### config.mk
export PLATFORM = sky130hd
export DESIGN_NAME = sub_serial_gen_flat
export DESIGN_NICKNAME = d
export VERILOG_FILES = /design/src/rtl/sub_serial_gen_if.sv /design/src/rtl/sub_serial_gen.sv /design/src/flat_wrapper.sv
export SDC_FILE = /design/constraint.sdc
export NUM_CORES = 1
export LEC_CHECK = 0
export CORE_MARGIN = 5
export CORE_UTILIZATION = 25
export CTS_CLUSTER_DIAMETER = 30
export DETAILED_ROUTE_END_ITERATION = 8
export GPL_TIMING_DRIVEN = 0
export SLEW_MARGIN = 20
export SYNTH_ARGS = -nofsm -noshare
export SYNTH_HDL_FRONTEND = slang
export SYNTH_SLANG_ARGS = --single-unit
export TNS_END_PERCENT = 5
### constraint.sdc
create_clock -name clk -period 2.3 [get_ports clk]
set_input_delay 0.345 -clock clk [delete_from_list [all_inputs] [get_ports clk]]
set_output_delay 0.345 -clock clk [all_outputs]
set_load 0.01 [all_outputs]
### src/rtl/sub_serial_gen_if.sv
`default_nettype none
// ============================================================================
// Module      : sub_serial_gen_if
// Description : Handshake and operand/result bundle for sub_serial_gen.
//               The ovf member exists only when SUB_SERIAL_OVF_EN is defined.
// Revision    : 1.0  initial release
// ============================================================================
interface sub_serial_gen_if #(
    parameter int N = 16
);
    logic         start;
    logic         bin;
    logic [N-1:0] a;
    logic [N-1:0] b;
    logic         busy;
    logic         done;
    logic [N-1:0] diff;
    logic         bout;
`ifdef SUB_SERIAL_OVF_EN
    logic         ovf;

    modport master (
        output start, bin, a, b,
        input  busy, done, diff, bout, ovf
    );

    modport slave (
        input  start, bin, a, b,
        output busy, done, diff, bout, ovf
    );
`else
    modport master (
        output start, bin, a, b,
        input  busy, done, diff, bout
    );

    modport slave (
        input  start, bin, a, b,
        output busy, done, diff, bout
    );
`endif
endinterface
`default_nettype wire

### src/rtl/sub_serial_gen.sv
`default_nettype none
// ============================================================================
// Module      : sub_serial_gen
// Description : Digit-serial subtractor, diff = a - b - bin over N/K cycles
//               using a K-cell full-subtractor chain per cycle.
//               Optional macro SUB_SERIAL_OVF_EN adds a signed-overflow flag.
// Revision    : 1.0  initial release
// ============================================================================
module sub_serial_gen #(
    parameter int N = 16,
    parameter int K = 4
) (
    input  wire logic        clk,
    input  wire logic        rst,
    sub_serial_gen_if.slave  bus
);

    localparam int            DIGITS = N / K;
    localparam int            CW     = (DIGITS > 1) ? $clog2(DIGITS) : 1;
    localparam logic [CW-1:0] LAST   = CW'(DIGITS - 1);

    typedef enum logic [0:0] {
        IDLE = 1'b0,
        RUN  = 1'b1
    } state_t;

    state_t        r_state;
    state_t        w_state_next;
    logic          w_load;
    logic          w_step;
    logic          w_last;

    logic [N-1:0]  r_a;
    logic [N-1:0]  r_b;
    logic [N-1:0]  r_res;
    logic          r_br;
    logic [CW-1:0] r_cnt;

    logic          r_done;
    logic [N-1:0]  r_diff;
    logic          r_bout;

    logic [K:0]    w_br;
    logic [K-1:0]  w_d;
    logic [N-1:0]  w_res_next;

    // One digit of ripple borrow: cell i consumes bit i of the shifted operands.
    assign w_br[0] = r_br;

    for (genvar i = 0; i < K; i++) begin : g_cell
        logic w_x;
        logic w_y;
        assign w_x       = r_a[i];
        assign w_y       = r_b[i];
        assign w_d[i]    = w_x ^ w_y ^ w_br[i];
        assign w_br[i+1] = (~w_x & w_y) | (~(w_x ^ w_y) & w_br[i]);
    end

    // New digit enters at the top so the LSB digit ends up at the bottom.
    assign w_res_next = (r_res >> K) | (N'(w_d) << (N - K));

    always_ff @(posedge clk) begin
        if (rst) begin
            r_state <= IDLE;
        end else begin
            r_state <= w_state_next;
        end
    end

    always_comb begin
        w_state_next = r_state;
        w_load       = 1'b0;
        w_step       = 1'b0;
        w_last       = 1'b0;
        case (r_state)
            IDLE: begin
                if (bus.start) begin
                    w_load       = 1'b1;
                    w_state_next = RUN;
                end
            end
            RUN: begin
                w_step = 1'b1;
                if (r_cnt == LAST) begin
                    w_last       = 1'b1;
                    w_state_next = IDLE;
                end
            end
            default: begin
                w_state_next = IDLE;
            end
        endcase
    end

    always_ff @(posedge clk) begin
        if (rst) begin
            r_a    <= '0;
            r_b    <= '0;
            r_res  <= '0;
            r_br   <= 1'b0;
            r_cnt  <= '0;
            r_done <= 1'b0;
            r_diff <= '0;
            r_bout <= 1'b0;
        end else begin
            r_done <= w_last;
            if (w_load) begin
                r_a   <= bus.a;
                r_b   <= bus.b;
                r_br  <= bus.bin;
                r_cnt <= '0;
                r_res <= '0;
            end else if (w_step) begin
                r_a   <= r_a >> K;
                r_b   <= r_b >> K;
                r_br  <= w_br[K];
                r_cnt <= r_cnt + 1'b1;
                r_res <= w_res_next;
            end
            if (w_last) begin
                r_diff <= w_res_next;
                r_bout <= w_br[K];
            end
        end
    end

`ifdef SUB_SERIAL_OVF_EN
    logic r_sa;
    logic r_sb;
    logic r_ovf;

    // Sign bits are kept separately because the operand registers shift away.
    always_ff @(posedge clk) begin
        if (rst) begin
            r_sa  <= 1'b0;
            r_sb  <= 1'b0;
            r_ovf <= 1'b0;
        end else begin
            if (w_load) begin
                r_sa <= bus.a[N-1];
                r_sb <= bus.b[N-1];
            end
            if (w_last) begin
                r_ovf <= (r_sa ^ r_sb) & (r_sa ^ w_res_next[N-1]);
            end
        end
    end

    assign bus.ovf = r_ovf;
`endif

    assign bus.busy = (r_state == RUN);
    assign bus.done = r_done;
    assign bus.diff = r_diff;
    assign bus.bout = r_bout;

endmodule
`default_nettype wire
### src/flat_wrapper.sv
// flat-port wrapper written by rule: the top's interface ports become plain ports
module sub_serial_gen_flat 
#(
    parameter int N = 16,
    parameter int K = 4
)
  (clk, rst, bus_start, bus_bin, bus_a, bus_b, bus_busy, bus_done, bus_diff, bus_bout);
  sub_serial_gen_if #(.N(N)) bus_i ();
  input  wire logic clk;
  input  wire logic rst;
  input wire logic [$bits(bus_i.start)-1:0] bus_start;
  input wire logic [$bits(bus_i.bin)-1:0] bus_bin;
  input wire logic [$bits(bus_i.a)-1:0] bus_a;
  input wire logic [$bits(bus_i.b)-1:0] bus_b;
  output wire logic [$bits(bus_i.busy)-1:0] bus_busy;
  output wire logic [$bits(bus_i.done)-1:0] bus_done;
  output wire logic [$bits(bus_i.diff)-1:0] bus_diff;
  output wire logic [$bits(bus_i.bout)-1:0] bus_bout;
  assign bus_i.start = bus_start;
  assign bus_i.bin = bus_bin;
  assign bus_i.a = bus_a;
  assign bus_i.b = bus_b;
  assign bus_busy = bus_i.busy;
  assign bus_done = bus_i.done;
  assign bus_diff = bus_i.diff;
  assign bus_bout = bus_i.bout;
  sub_serial_gen #(.N(N), .K(K)) u_core (.clk(clk), .rst(rst), .bus(bus_i));
endmodule
==> metrics.txt <==
Int Pwr=around 0.0022 W; post-synth top area cell=dfxtp_1; Residual DRC=0; Seq/Total Area, Yosys=0.4461; starting density of the core=0.2572; Max Clock Skew=~3.8 ps; hold crit path type=in -> reg; switching share of power=0.2374; Startpoint Class=register; first-pass iteration count of the detailed router=5; RSZ-0062 raised after global routing=false; count leader, synth=dfxtp_1; initial drt markers=107; via count=2256; Lkg Pwr=1.480 nW; Data arrival, critical path=2340 ps; CP most frequent cell=fa_1; Seq. cell area=1321 µm²; Commonest cells post-synth=dfxtp_1 (66), mux2i_1 (33), a21oi_1 (32); Synth warnings=0; multi-input logic area=about 1500 µm²; post-cts sizing count=0; share of cells above drive strength 1=0.1309; Hold Slack=400.3 ps; Slowest-stage cell, CP=fa_1; worst skew pair latency=330 ps; Worst VDD drop=0.3230 mV; Area Growth Syn to Fin=33.12%; Final Hold Fails=0; Yosys reg bits=66; clk sinks=66; period utilisation layout=0.9352; Post-Layout Cell Count=502; hold_buf cts=0; Crit path largest cell delay=440 ps; sequential power share=0.437; Worst EP required=2490 ps; asr flop ratio synth=0; total power=around 0.0028 W; worst-path maximum fanout=2; CTS clk-pin slew, worst paths=50 ps; Period minus WS final=about 2200 ps; vias per cell=4.494; largest net degree at the start of global routing=11; slew at the pin closest to its max-slew limit=around 720 ps; fin nets=~400; Synth Area in XOR/XNOR=0; Clk pwr share=0.436; Core ar.=11520 µm²; CTS tree=done; path depth of the worst reg2reg path=9; routed len/inst=between 10 and 15 µm; crit end category=register; PwrDens=719.1 nW/µm²; Global Route Usage Sum=0.1071; Synth Area in Adders=0.03126; complex-gate fraction of the synthesized area=0.1943; WL final=7.237 mm; CTS Buffer Depth=2; Setup violations, final=0; gr ovfl total=0; # rows=39; Slew Viols, Final=0; number of global-route vias before repair=2352; Syn Nets=332; status=completed; critical path, cell by cell=inv_1 -> fa_1 -> inv_1 -> fa_1 -> fa_1 -> inv_1 -> fa_1 -> nand3_1 -> a21oi_1; first-pass GRT wire length=about 12 mm; Synth top area share=0.4461; WHS Path Cells=3; simple-gate share of the synthesized area=0.1555; EDFF count, synth=0; Max Cap Viol=0; CP Class=reg -> reg; Post-Syn Area=2962 µm²; Post-synth top flop=dfxtp_1; largest cells by area after synthesis=dfxtp_1 (45%), mux2i_1 (11%), a211oi_2 (5.5%), a21oi_1 (5.4%), nor2b_1 (5.3%); fmax=0.4649 GHz; Die X-Extent=118.8 µm; Mapped Avg Cell Area=just over 10 µm²; Die H=118.8 µm; # IOs=55; synth unique cells=26; Setup TNS=0 ps; initial antenna violation count=0; Mapped Cells=291; Port Buffers=53; Num CTS Buffers=9; postcts setup bufs=0; Root Buffer=clkbuf_16; max_slew headroom=0.5174; htree depth=3; Die ar.=around 14000 µm²; Comb pwr share=0.127; # fillers=1182; placed cells=487; ANT nets after route=0; GPL Wtd Cong=0.7596; DP HPWL=roughly 5.4 mm; switching pwr=approximately 0.00067 W; ANT cells=0; main combinational cell family by area after synthesis=compound AO/OA/AOI/OAI gates; multiplexer area fraction after synthesis=0.1115
-- layer usage --
layer  routed length, µm  global-route usage  vias up
met5                   0                   0        -
met4                  75             0.03476        0
met3                 328             0.03744        7
met2                3508              0.1726       54
met1                3325              0.1345     1042
li1                    -                   -     1153
-- state kept, by name (all words and copies together), names as in the netlist --
register,count
u_core.bus.diff,16
u_core.r_a,16
u_core.r_b,16
u_core.r_res,12
u_core.r_cnt,2
u_core.bus.bout,1
u_core.bus.busy,1
u_core.bus.done,1
u_core.r_br,1
-- path summary, 6_finish.rpt --
path               startpoint             endpoint  slack, ps
max             u_core.r_b[0]  u_core.bus.diff[15]        150
min                 bus_start     u_core.r_res[15]        400
max reg2reg     u_core.r_b[0]  u_core.bus.diff[15]        150
min reg2reg  u_core.r_res[15]  u_core.bus.diff[11]        480
-- layout make-up --
class                           instances  share of cell area
Multi-Input combinational cell        191              0.3700
Tap cell                              143             0.04538
Inverter                                8            0.007617
Clock inverter                          3            0.003808
Sequential cell                        66              0.3351
Buffer                                 26             0.03840
Timing Repair Buffer                   53              0.1346
Clock buffer                           12             0.06506
-- power by group through the flow --
stage	combinational, W	sequential [W]	clock (W)
2_1_floorplan	0.000235	0.00125	0
3_3_place_gp	0.000357	0.00126	0
3_5_place_dp	0.000362	0.00126	0
4_1_cts	0.000364	0.00124	0.00126
5_1_grt	0.000399	0.00125	0.00132
6_report	0.000359	0.00124	0.00124
-- worst max-delay path: cells and delay by family, from the launching register on --
kind | cells | cell delay (ps)
AO/OA/AOI/OAI | 1 | 60
adder cells (fa/ha/maj) | 4 | 1360
buffers and inverters | 3 | 210
flip-flops | 1 | 300
AND/OR/NAND/NOR | 1 | 90
-- cell families after synthesis --
logic type,count (synthesis)
AO/OA/AOI/OAI,74
AND/OR/NAND/NOR,79
adder cells (fa/ha/maj),5
flip-flops,66
multiplexers,33
buffers and inverters,34
-- through the flow --
step / cell area, µm² / util / setup WS, ps
after floorplan: 2962 / - / 283.1
after global placement: 3671 / 0.3188 / 157.2
after detailed placement: 3671 / 0.3188 / 143.1
after CTS: 3943 / 0.3424 / 140.6
after global routing: 3943 / 0.3424 / 27.13
final: 3943 / 0.3424 / 149.1
-- cells in the final DEF, fill, tap and decap left out, drive strengths merged, types with 3 or more instances in the layout --
cell,n
dfxtp,66
clkdlybuf4s50,53
mux2i,33
a21oi,32
a211oi,27
nor2b,25
clkbuf,20
buf,18
nand3,14
or3b,14
a21bo,14
nand2,11
nor2,9
inv,8
fa,4
nand2b,3
clkinv,3
Note: power is estimated with default switching activity, not from simulation.
